`src/rtl/homog_pkg.sv`:
```
// ----------------------------------------------------------------------------
// homog_pkg
// Shared types and helpers for the homography projector.
//   - state_e           : sequencing FSM states (IDLE, MAC, DRAIN, DONE)
//   - WIDTH_DEF/FRAC_DEF: default coordinate width and coefficient fraction
//   - prod_width()      : signed product width derived from WIDTH (2*WIDTH+1)
//   - acc_width()       : signed accumulator width derived from WIDTH (2*WIDTH+3)
//   - ROW_X/ROW_Y/ROW_W : row index of H producing X, Y and W
//   - TERM_LAST         : index of the constant (third) term in a row
// ----------------------------------------------------------------------------
package homog_pkg;

    typedef enum logic [1:0] {
        IDLE  = 2'd0,
        MAC   = 2'd1,
        DRAIN = 2'd2,
        DONE  = 2'd3
    } state_e;

    localparam int WIDTH_DEF = 14;
    localparam int FRAC_DEF  = 8;

    localparam logic [1:0] ROW_X     = 2'd0;
    localparam logic [1:0] ROW_Y     = 2'd1;
    localparam logic [1:0] ROW_W     = 2'd2;
    localparam logic [1:0] TERM_LAST = 2'd2;

    function automatic int prod_width(input int width);
        return 2 * width + 1;
    endfunction

    function automatic int acc_width(input int width);
        return 2 * width + 3;
    endfunction

endpackage

```
`src/rtl/homography_projector_clamp_shift.sv`:
```
// ----------------------------------------------------------------------------
// clamp_shift
// Scales an accumulated Q-format sum back to integer pixels (arithmetic shift
// right by FRAC) and saturates the result into the unsigned range
// [0, 2^WIDTH-1].
//   acc_i : signed accumulator value, ACC_W bits
//   res_o : clamped unsigned result, WIDTH bits
// ----------------------------------------------------------------------------
module clamp_shift #(
    parameter int WIDTH = 14,
    parameter int FRAC  = 8,
    parameter int ACC_W = 31
) (
    input  logic signed [ACC_W-1:0] acc_i,
    output logic        [WIDTH-1:0] res_o
);

    localparam logic signed [ACC_W-1:0] MAX_V = ACC_W'((2 ** WIDTH) - 1);

    logic signed [ACC_W-1:0] shifted;

    // NOTE: every signal written in always_comb gets a value before any
    // condition, otherwise the missing paths would infer a latch.
    always_comb begin
        shifted = acc_i >>> FRAC;
        res_o   = shifted[WIDTH-1:0];
        if (shifted[ACC_W-1]) begin
            res_o = '0;
        end else if (shifted > MAX_V) begin
            res_o = '1;
        end
    end

endmodule

```
`src/rtl/homography_projector.sv`:
```
// ----------------------------------------------------------------------------
// homography_projector
// Maps NPTS pixel coordinates (u,v) through a 3x3 homography H with a single
// shared multiplier and presents the homogeneous numerators X,Y (dividends)
// and W (divisor) of every point to a downstream divider array. Outputs are
// held between results and only change on the valid_out cycle.
//
// Ports:
//   clk_in, rst_n_in : clock, asynchronous active-low reset
//   pause_in         : freezes all sequencing while high
//   start_in         : starts a projection when ready_out=1 and pause_in=0
//   ready_out        : high while idle
//   h_in             : H coefficients h0..h8 (row-major, signed Q FRAC)
//   u_in, v_in       : point coordinates (unsigned)
//   dividend_out     : [2p]=X_p, [2p+1]=Y_p
//   divisor_out      : [p]=W_p
//   valid_out        : one-cycle pulse when the outputs update
//   degenerate_out   : per-point flag, W <= 0 forced to 1 (only with
//                      HOMOG_W_GUARD_EN defined)
// ----------------------------------------------------------------------------
module homography_projector
    import homog_pkg::*;
#(
    parameter int NPTS  = 3,
    parameter int WIDTH = WIDTH_DEF,
    parameter int FRAC  = FRAC_DEF
) (
    input  logic                           clk_in,
    input  logic                           rst_n_in,
    input  logic                           pause_in,
    input  logic                           start_in,
    output logic                           ready_out,
    // Elements are reinterpreted as signed where they are used.
    input  logic [8:0][WIDTH-1:0]          h_in,
    input  logic [NPTS-1:0][WIDTH-1:0]     u_in,
    input  logic [NPTS-1:0][WIDTH-1:0]     v_in,
    output logic [2*NPTS-1:0][WIDTH-1:0]   dividend_out,
    output logic [NPTS-1:0][WIDTH-1:0]     divisor_out,
`ifdef HOMOG_W_GUARD_EN
    output logic [NPTS-1:0]                degenerate_out,
`endif
    output logic                           valid_out
);

    localparam int PROD_W = prod_width(WIDTH);
    localparam int ACC_W  = acc_width(WIDTH);
    localparam int PT_W   = (NPTS > 1) ? $clog2(NPTS) : 1;
    localparam logic [PT_W-1:0] PT_LAST = PT_W'(NPTS - 1);

    state_e                          state_q, state_d;
    logic [PT_W-1:0]                 pt_q, pt_d;
    logic [1:0]                      row_q, row_d, term_q, term_d;

    logic [8:0][WIDTH-1:0]           h_q;
    logic [NPTS-1:0][WIDTH-1:0]      u_q, v_q;

    // Tags travel with the product register so the landing term knows
    // which (pt,row,term) it belongs to.
    logic signed [PROD_W-1:0]        prod_q, prod_d;
    logic                            prod_vld_q;
    logic [PT_W-1:0]                 tag_pt_q;
    logic [1:0]                      tag_row_q, tag_term_q;
    logic signed [ACC_W-1:0]         acc_q, acc_sum;

    logic [2*NPTS-1:0][WIDTH-1:0]    stage_xy_q, stage_xy_d;
    logic [NPTS-1:0][WIDTH-1:0]      stage_w_q, stage_w_d;
    logic [2*NPTS-1:0][WIDTH-1:0]    dividend_q;
    logic [NPTS-1:0][WIDTH-1:0]      divisor_q;
    logic                            valid_q;
    logic [WIDTH-1:0]                clamped;

    logic [3:0]                      coef_idx;
    logic signed [WIDTH-1:0]         coef;
    logic signed [WIDTH:0]           operand;
    logic                            accept, land_last, publish;

`ifdef HOMOG_W_GUARD_EN
    logic [NPTS-1:0]                 stage_deg_q, stage_deg_d, deg_q;
    logic                            w_nonpos;
`endif

    assign accept    = (state_q == IDLE) && start_in && !pause_in;
    assign land_last = prod_vld_q && (tag_term_q == TERM_LAST) && !pause_in;
    assign publish   = (state_q == DONE) && !pause_in;

    // ---------------- FSM and issue counters ----------------
    always_comb begin
        state_d = state_q;
        pt_d    = pt_q;
        row_d   = row_q;
        term_d  = term_q;
        if (!pause_in) begin
            unique case (state_q)
                IDLE: begin
                    if (start_in) begin
                        state_d = MAC;
                        pt_d    = '0;
                        row_d   = ROW_X;
                        term_d  = '0;
                    end
                end
                MAC: begin
                    if (term_q == TERM_LAST) begin
                        term_d = '0;
                        if (row_q == ROW_W) begin
                            row_d = ROW_X;
                            if (pt_q == PT_LAST) begin
                                state_d = DRAIN;
                            end else begin
                                pt_d = pt_q + 1'b1;
                            end
                        end else begin
                            row_d = row_q + 2'd1;
                        end
                    end else begin
                        term_d = term_q + 2'd1;
                    end
                end
                DRAIN:   state_d = DONE;
                DONE:    state_d = IDLE;
                default: state_d = IDLE;
            endcase
        end
    end

    // ---------------- Shared multiplier ----------------
    always_comb begin
        coef_idx = 4'(row_q) * 4'd3 + 4'(term_q);
        coef     = $signed(h_q[coef_idx]);
        unique case (term_q)
            2'd0:    operand = {1'b0, u_q[pt_q]};
            2'd1:    operand = {1'b0, v_q[pt_q]};
            default: operand = (WIDTH + 1)'(2 ** FRAC);
        endcase
        prod_d = PROD_W'(coef) * PROD_W'(operand);
    end

    // The first term of a row restarts the sum instead of adding to it.
    assign acc_sum = (tag_term_q == 2'd0) ? ACC_W'(prod_q)
                                          : acc_q + ACC_W'(prod_q);

    clamp_shift #(
        .WIDTH (WIDTH),
        .FRAC  (FRAC),
        .ACC_W (ACC_W)
    ) u_clamp_shift (
        .acc_i (acc_sum),
        .res_o (clamped)
    );

`ifdef HOMOG_W_GUARD_EN
    // (acc >>> FRAC) <= 0 is the same as acc < 2^FRAC.
    assign w_nonpos = acc_sum < ACC_W'(2 ** FRAC);
`endif

    // ---------------- Staging write on the third term ----------------
    always_comb begin
        stage_xy_d = stage_xy_q;
        stage_w_d  = stage_w_q;
`ifdef HOMOG_W_GUARD_EN
        stage_deg_d = stage_deg_q;
`endif
        if (land_last) begin
            for (int p = 0; p < NPTS; p++) begin
                if (tag_pt_q == PT_W'(p)) begin
                    unique case (tag_row_q)
                        ROW_X:   stage_xy_d[2*p]   = clamped;
                        ROW_Y:   stage_xy_d[2*p+1] = clamped;
                        default: begin
`ifdef HOMOG_W_GUARD_EN
                            stage_w_d[p]   = w_nonpos ? WIDTH'(1) : clamped;
                            stage_deg_d[p] = w_nonpos;
`else
                            stage_w_d[p] = clamped;
`endif
                        end
                    endcase
                end
            end
        end
    end

    // NOTE: sequential state is assigned with <= only, so every register
    // samples the pre-edge values regardless of statement order.
    // NOTE: the staging and output arrays are small and their reset value is
    // visible to the dividers, so they are reset like ordinary registers.
    always_ff @(posedge clk_in or negedge rst_n_in) begin
        if (!rst_n_in) begin
            state_q     <= IDLE;
            pt_q        <= '0;
            row_q       <= '0;
            term_q      <= '0;
            h_q         <= '0;
            u_q         <= '0;
            v_q         <= '0;
            prod_q      <= '0;
            prod_vld_q  <= 1'b0;
            tag_pt_q    <= '0;
            tag_row_q   <= '0;
            tag_term_q  <= '0;
            acc_q       <= '0;
            stage_xy_q  <= '0;
            stage_w_q   <= '0;
            dividend_q  <= '0;
            divisor_q   <= '0;
            valid_q     <= 1'b0;
`ifdef HOMOG_W_GUARD_EN
            stage_deg_q <= '0;
            deg_q       <= '0;
`endif
        end else begin
            state_q    <= state_d;
            pt_q       <= pt_d;
            row_q      <= row_d;
            term_q     <= term_d;
            stage_xy_q <= stage_xy_d;
            stage_w_q  <= stage_w_d;
`ifdef HOMOG_W_GUARD_EN
            stage_deg_q <= stage_deg_d;
`endif
            if (accept) begin
                h_q <= h_in;
                u_q <= u_in;
                v_q <= v_in;
            end
            if (!pause_in) begin
                prod_vld_q <= (state_q == MAC);
                if (state_q == MAC) begin
                    prod_q     <= prod_d;
                    tag_pt_q   <= pt_q;
                    tag_row_q  <= row_q;
                    tag_term_q <= term_q;
                end
                if (prod_vld_q) begin
                    acc_q <= acc_sum;
                end
            end
            valid_q <= publish;
            if (publish) begin
                dividend_q <= stage_xy_q;
                divisor_q  <= stage_w_q;
`ifdef HOMOG_W_GUARD_EN
                deg_q      <= stage_deg_q;
`endif
            end
        end
    end

    assign ready_out    = (state_q == IDLE);
    assign valid_out    = valid_q;
    assign dividend_out = dividend_q;
    assign divisor_out  = divisor_q;
`ifdef HOMOG_W_GUARD_EN
    assign degenerate_out = deg_q;
`endif

endmodule

```
`config.mk`:
```
export PLATFORM = sky130hd
export DESIGN_NAME = homography_projector
export DESIGN_NICKNAME = d
export VERILOG_FILES = /design/src/rtl/homog_pkg.sv /design/src/rtl/homography_projector_clamp_shift.sv /design/src/rtl/homography_projector.sv
export SDC_FILE = /design/constraint.sdc
export NUM_CORES = 1
export LEC_CHECK = 0
export BUFFER_PORTS_ARGS = -buffer_cell sky130_fd_sc_hd__buf_2
export CAP_MARGIN = 20
export CORE_ASPECT_RATIO = 1.25
export CORE_MARGIN = 2
export CORE_UTILIZATION = 60
export CTS_CLUSTER_DIAMETER = 50
export DETAILED_ROUTE_END_ITERATION = 10
export GPL_TIMING_DRIVEN = 0
export PLACE_DENSITY = 0.85
export SETUP_SLACK_MARGIN = 0.05
export SLEW_MARGIN = 20
export SYNTH_ARGS = -nofsm -noshare
export SYNTH_HDL_FRONTEND = slang
export SYNTH_SLANG_ARGS = --single-unit
```
`constraint.sdc`:
```
create_clock -name clk_in -period 12.15 [get_ports clk_in]
set_input_delay 1.215 -clock clk_in [delete_from_list [all_inputs] [get_ports clk_in]]
set_output_delay 1.215 -clock clk_in [all_outputs]
set_load 0.005 [all_outputs]
```
Yosys cells after proc, flatten, opt, wreduce, memory -nomap -nowiden --
Index checks and enable logic that the tools add are counted. W data, S select, Z words.
Storage, ports and cells: register bits after elaboration 538, latch bits 0, memory bits (writable) 0, bits in read-only memories 0, bits of input ports 214, output and inout port bits 128, word-level logic and storage cells 125, memories 0
Cells by class: $add $sub $neg 5, multipliers 2, divide/modulo/power cells 0, magnitude comparators 3, equal/unequal tests 16, shifts and indexed selects 0, multiplexer cells 25, bitwise logic cells 2, reduce and logical (&&, ||, !) cells 28
Operator list (number):
- $mux W14 | 5
- $bmux W14 S2 | 2
- $bmux W14 S4 | 1
- $add A31 B29 Y31 | 1
- $mux W31 | 1
- $reduce_and A3 Y1 | 10
- $mul A14 B15 Y29 | 1
- $pmux W14 S2 | 1
- $gt A23 B15 Y1 const B | 1
- $mux W2 | 11
- $eq A2 B2 Y1 const B | 7
- $pmux W2 S2 | 3
- $logic_not A2 Y1 | 5
- $ne A2 B2 Y1 const B | 5
- $eq A2 B1 Y1 const B | 4
- $pmux W2 S4 | 1
- $add A2 B1 Y2 const B | 3
- $reduce_and A6 Y1 | 1
- $logic_and A1 B1 Y1 | 5
- $lt A4 B5 Y1 const B | 1
- $reduce_and A5 Y1 | 1
- $add A4 B2 Y4 | 1
- $mul A2 B2 Y4 const B | 1
- $reduce_and A2 Y1 | 2
- other kinds (6) | 7

Longest topological paths before layout --
depth after elaboration 5, depth in mapped cells 35, depth with buffers taken out 32

By module --
Synthesis repeated with hierarchy kept, for this count alone.
Unflattened totals: cell total of the unflattened synthesis 2791, area total of the unflattened synthesis 30659.4 µm²
Modules (own cells, without submodules):
- homography_projector | times used 1, cells an instance 2758, area an instance 30468.0 µm², seq. area each 13462.9 µm²
- clamp_shift | times used 1, cells an instance 33, area an instance 191.4 µm², seq. area each 0.0 µm²

Worst setup path after synthesis --
OpenSTA, ideal clock, no wires.
path type register to register, start point register row_q[1], end point register prod_q[25], setup time 137 ps, data arrival time 8690 ps, data required time 12013 ps, setup slack 3323 ps, cell stages (with the launch flop) 33, path buffers 3, clock period less this slack 8827 ps, path through dfrtp_1 > inv_1 > fa_1 > inv_1 > ha_1 > inv_1 > fa_1 > clkbuf_1 > nor4b_1 > clkbuf_1 > a22o_1 > clkbuf_1 > nand2_1 > fa_1 > fa_1 > fa_1 > inv_1 > fa_1 > fa_1 > inv_1 > fa_1 > inv_1 > ha_1 > and3_1 > a31oi_1 > o21a_1 > o211ai_1 > a221oi_1 > a21oi_1 > o21ai_0 > a21boi_0 > o21ai_0 > o211ai_1
Between the ends: longest elaborated chain between the ends 5
RTL lines:
- from (decl) | line homography_projector.sv:52 | logic [1:0] row_q, row_d, term_q, term_d;
- from (signal assigned) | line homography_projector.sv:214 | row_q <= row_d;
- $mul A2 B2 Y4 | line homography_projector.sv:128 | coef_idx = 4'(row_q) * 4'd3 + 4'(term_q);
- $add A4 B2 Y4 | line homography_projector.sv:128
- $bmux W14 S4 | line homography_projector.sv:129 | coef = $signed(h_q[coef_idx]);
- $mux W14 (not written as such) | line homography_projector.sv:129
- $mul A14 B15 Y29 | line homography_projector.sv:135 | prod_d = PROD_W'(coef) * PROD_W'(operand);
- to (signal assigned) | line homography_projector.sv:229 | prod_q <= prod_d;
- to (decl) | line homography_projector.sv:59 | logic signed [PROD_W-1:0] prod_q, prod_d;
No other way between the ends. The select of a mux whose other input is x is not followed. A chain may end at the register's enable or synchronous reset.

Final worst setup path --
start point register term_q[1], end point register prod_q[25]
Between the ends: longest elaborated chain between the ends 4, elaborated cells on any way between the ends 7, classes of those cells add/sub (1); mul (1); eq/ne (1); mux (3); reduce/logical (1)
RTL lines:
- from (decl) | line homography_projector.sv:52
- from (signal assigned) | line homography_projector.sv:215 | term_q <= term_d;
- $add A4 B2 Y4 | line homography_projector.sv:128
- $bmux W14 S4 | line homography_projector.sv:129
- $mux W14 (not written as such) | line homography_projector.sv:129
- $mul A14 B15 Y29 * | line homography_projector.sv:135
Every way passes the cells marked *; elsewhere a longest branch is shown, timed or not. The select of a mux whose other input is x is not followed.

==> run summary <==
The run finished with clean final reports. Cell repeated most along the worst path: fa_1. In the routed layout, each cell is associated on average with a via count of 5.945. The congestion estimate from routability-driven global placement came to 1.027.

In the synthesized netlist, the cells that appear most often are nand2_1 (563), dfrtp_1 (538), mux2_2 (275). The multi-input combinational cells in the finished layout cover a total of 15720 sq um. Measured slew at the worst slew-check pin: 1.018 ns. In the routed design, unresolved DRC markers number 0.

The tools report the cell at the root of the clock tree as clkbuf_16. The final hold violation count is 0. The clock passes through at most 3 buffers. The tools report the number of rows in the core area as 92.

The die width works out to 205.8 um. The hold-fix buffer count after cts is 0. Along the worst path, the maximum fanout reaches 10.

The length of the first detailed-routing pass in iterations was 5; the via count was 23420. Summed over all layers, the routed wires come to 84570 um. The synthesized design devotes to its leading area cell type 44.09% of total area. Detailed placement finished with a half-perimeter wire length of 63800 um. The tools report the count of buffers added by post-CTS timing repair for setup as 0. The worst setup path is captured at a register. The run gives 3506 as the number of inserted filler cells in the final layout.

Of all flip-flops after synthesis, the portion carrying an async set or reset was 100.0%. The first global-routing pass estimated 133500 um of wire. The largest single stage delay on the critical path is 0.62 ns. Summed over all failing endpoints, the final setup total negative slack is 0 ns.

In this run the tool buffered the top-level ports with 341 buffer cells. Setup repair after global routing left no endpoint under its margin. STA puts the critical path data required time at 12.64 ns.

After detailed routing, the average wire length per cell comes to 21.46 um. The cell taking the most area after synthesis was dfrtp_1. The net count of the finished layout is 3740.

The clock tree synthesis step divided the H-tree into 2 levels. The area overhead of the layout relative to synthesis came out at 14.83%. After synthesis the cells add up to 30530 sq um. The logs give 0 for the number of nets with antenna violations after routing and 44.09% for the sequential fraction of the synthesis area. The commonest register cell after synthesis was dfrtp_1.

The logs give 52720 sq um for the floorplan die area and 0 for the max-capacitance violation count. After clock tree synthesis, the clock-pin slew on the worst setup and hold paths is 0.06 ns. The total area inside the core boundary comes to 50300 sq um. Once layout is complete, the cells apart from fillers number 3940. The register cell area after layout is 13460 sq um, and the total global routing overflow is 0. The clock arrives with 0.03783 ns of skew. During I/O placement, the number of pins put on the boundary was 342. The tools report the cell count after placement as 3836.

Of the total synthesized cell area, the portion taken by full adders, half adders and majority gates is 15.57%. Counting I/O delays and the setup requirement, the final critical path takes 10.78 ns. Post-synthesis net count: 3339. Setup violations remaining at the end of the flow were counted as 0. The synthesized design contains 538 register bits. Cells fill 69.70% of the core in the end. Data arrives at the worst endpoint at 11.28 ns. The synthesized netlist devotes 8.819% of its cell area to compound gates.

Quantity of gates resized following cts: 0. On the critical path, the stage with the largest delay is an instance of a22oi_1. By area, the combinational part of the netlist is dominated by adder cells.

TritonCTS built the clock tree. The tools report the number of antenna violations at the first check in global routing as 7. The most common cell in the netlist was nand2_1. The post-synthesis simple-gate area fraction was 12.32%.

The initial utilization of the core area, before any placement, comes to 60.70%. The clock latency of the later-clocked register in the worst-skew pair was 0.63 ns; the number of synthesized flops with an enable pin was 0. The fraction of final layout cells with drive strength greater than 1 works out to 24.03%. The headroom to the max-slew limit is 32.11%. The worst setup path is launched from a register. The clock sink count was 538. The gate count of the mapped netlist is 2832. In this run the vertical extent of the chip is 256.2 um. The min-delay analysis places its worst path in the category reg -> reg. Yosys attributes the largest share of cell area to dfrtp_1 (44%), mux2_2 (10%), fa_1 (9.5%). Clock tree synthesis inserted a total of 53 buffers.

After layout, the worst path uses 88.73% of the clock period. The number of slew-limit violations in the final report is 0, and the number of distinct library cells after synthesis is 74. The run gives 102 as the largest net degree at the start of global routing. In this run, the number of DRC markers left after iteration 0 of detailed routing was 1798.

The fmax was 92.76 MHz; the yosys synthesis warning count was 0. The critical path is of the reg -> reg type. The global-route usage over all layers was 32.55%.

Of the post-synthesis cell area, the part taken by muxes is 13.53%. The via count of the first global-routing pass came out at 25290. In the post-route analysis, the smallest setup slack over all paths is 1.370 ns.

Summing the areas of all xor and xnor instances in the mapped netlist gives 1.229% of the synthesized area. OpenSTA, run right after detailed placement, puts the worst setup slack at 1.723 ns. Averaged over all synthesized cells, the footprint is 10.78 sq um.
==> final cells by class <==
class | instances | area share [%]
multi-input combinational | 1938 | 44.84
sequential | 538 | 38.40
timing repair buffer | 346 | 5.289
clock buffer | 79 | 4.432
tap | 658 | 2.348
inverter | 205 | 2.195
buffer | 151 | 1.670
clock inverter | 18 | 0.7780
antenna | 7 | 0.04996
==> layer usage <==
layer	vias to the layer above	GRT usage [%]	part of all wire, %
li1	10380	-	-
met1	11640	36.78	36
met2	1068	57.08	51
met3	336	5.338	6.3
met4	2	20.24	6.8
met5	-	0	0.013
==> sequential cells by signal, indices dropped and copies added, names as in the netlist, 2 cells and up <==
signal	cells
prod_q	29
u_q	42
acc_q	31
tag_row_q	2
row_q	2
tag_pt_q	2
stage_xy_q	84
pt_q	2
stage_w_q	42
dividend_out	84
tag_term_q	2
v_q	42
term_q	2
state_q	2
divisor_out	42
h_q	126
==> cell usage in the layout, fill, tap and decap left out, types with 11 or more instances in the layout <==
| cell | instances |
|---|---|
| nor2_1 | 149 |
| mux2i_1 | 11 |
| or2_2 | 13 |
| xor2_1 | 17 |
| nand3_1 | 16 |
| dfrtp_1 | 538 |
| xnor2_1 | 24 |
| a22o_1 | 97 |
| clkbuf_1 | 152 |
| mux2_2 | 275 |
| o21ai_0 | 109 |
| a21oi_1 | 65 |
| buf_2 | 346 |
| fa_1 | 145 |
| clkbuf_16 | 53 |
| nand2_1 | 563 |
| nor3_1 | 24 |
| a21o_1 | 16 |
| o21a_1 | 14 |
| clkbuf_8 | 13 |
| and2_1 | 14 |
| nand4_1 | 12 |
| inv_1 | 202 |
| a22oi_1 | 24 |
| nand2b_1 | 15 |
| ha_1 | 148 |
| nor2b_1 | 17 |
| or3_1 | 25 |
| mux4_2 | 41 |
==> metrics by stage <==
step	area [sq um]	hold slack, ns
finish	35060	0.4664
global route	35060	0.4966
CTS	35040	0.4667
detailed placement	33220	0.4519
global placement	33060	0.4428
floorplan	30530	0.4331
==> kinds of logic (layout without fill, tap and decap cells) <==
| logic type | after synthesis | count (layout) |
|---|---|---|
| simple gates | 882 | 882 |
| flops | 538 | 538 |
| compound gates | 394 | 394 |
| buf+inv | 356 | 799 |
| mux | 327 | 327 |
| fa+ha+maj | 293 | 293 |
| xor+xnor | 42 | 42 |
| other cells | 0 | 7 |
==> worst max-delay path, delay by kind of cell, from the launching register on <==
family	cells	cell delay (ns)
adder cells (fa/ha/maj)	9	4.32
AO/OA/AOI/OAI	10	2.67
buffers and inverters	9	2.07
multiplexers	2	0.71
flip-flops	1	0.48
AND/OR/NAND/NOR	2	0.37
==> final timing paths <==
path,start,end,slack (ns),depth (start not counted)
min reg2reg,stage_xy_q[27]$_DFFE_PN0P_,dividend_out[27]$_DFFE_PN0P_,0.47,2
max,term_q[1]$_DFFE_PN0P_,prod_q[25]$_DFFE_PN0P_,1.37,32
min in group asynchronous,rst_n_in,dividend_out[58]$_DFFE_PN0P_,0.59,1
min,stage_xy_q[27]$_DFFE_PN0P_,dividend_out[27]$_DFFE_PN0P_,0.47,2
max in group asynchronous,rst_n_in,h_q[64]$_DFFE_PN0P_,10.04,3
max reg2reg,term_q[1]$_DFFE_PN0P_,prod_q[25]$_DFFE_PN0P_,1.37,32
Power is not shown: default switching activity piles up to over one toggle a cycle in this logic, so the estimate is an artifact.
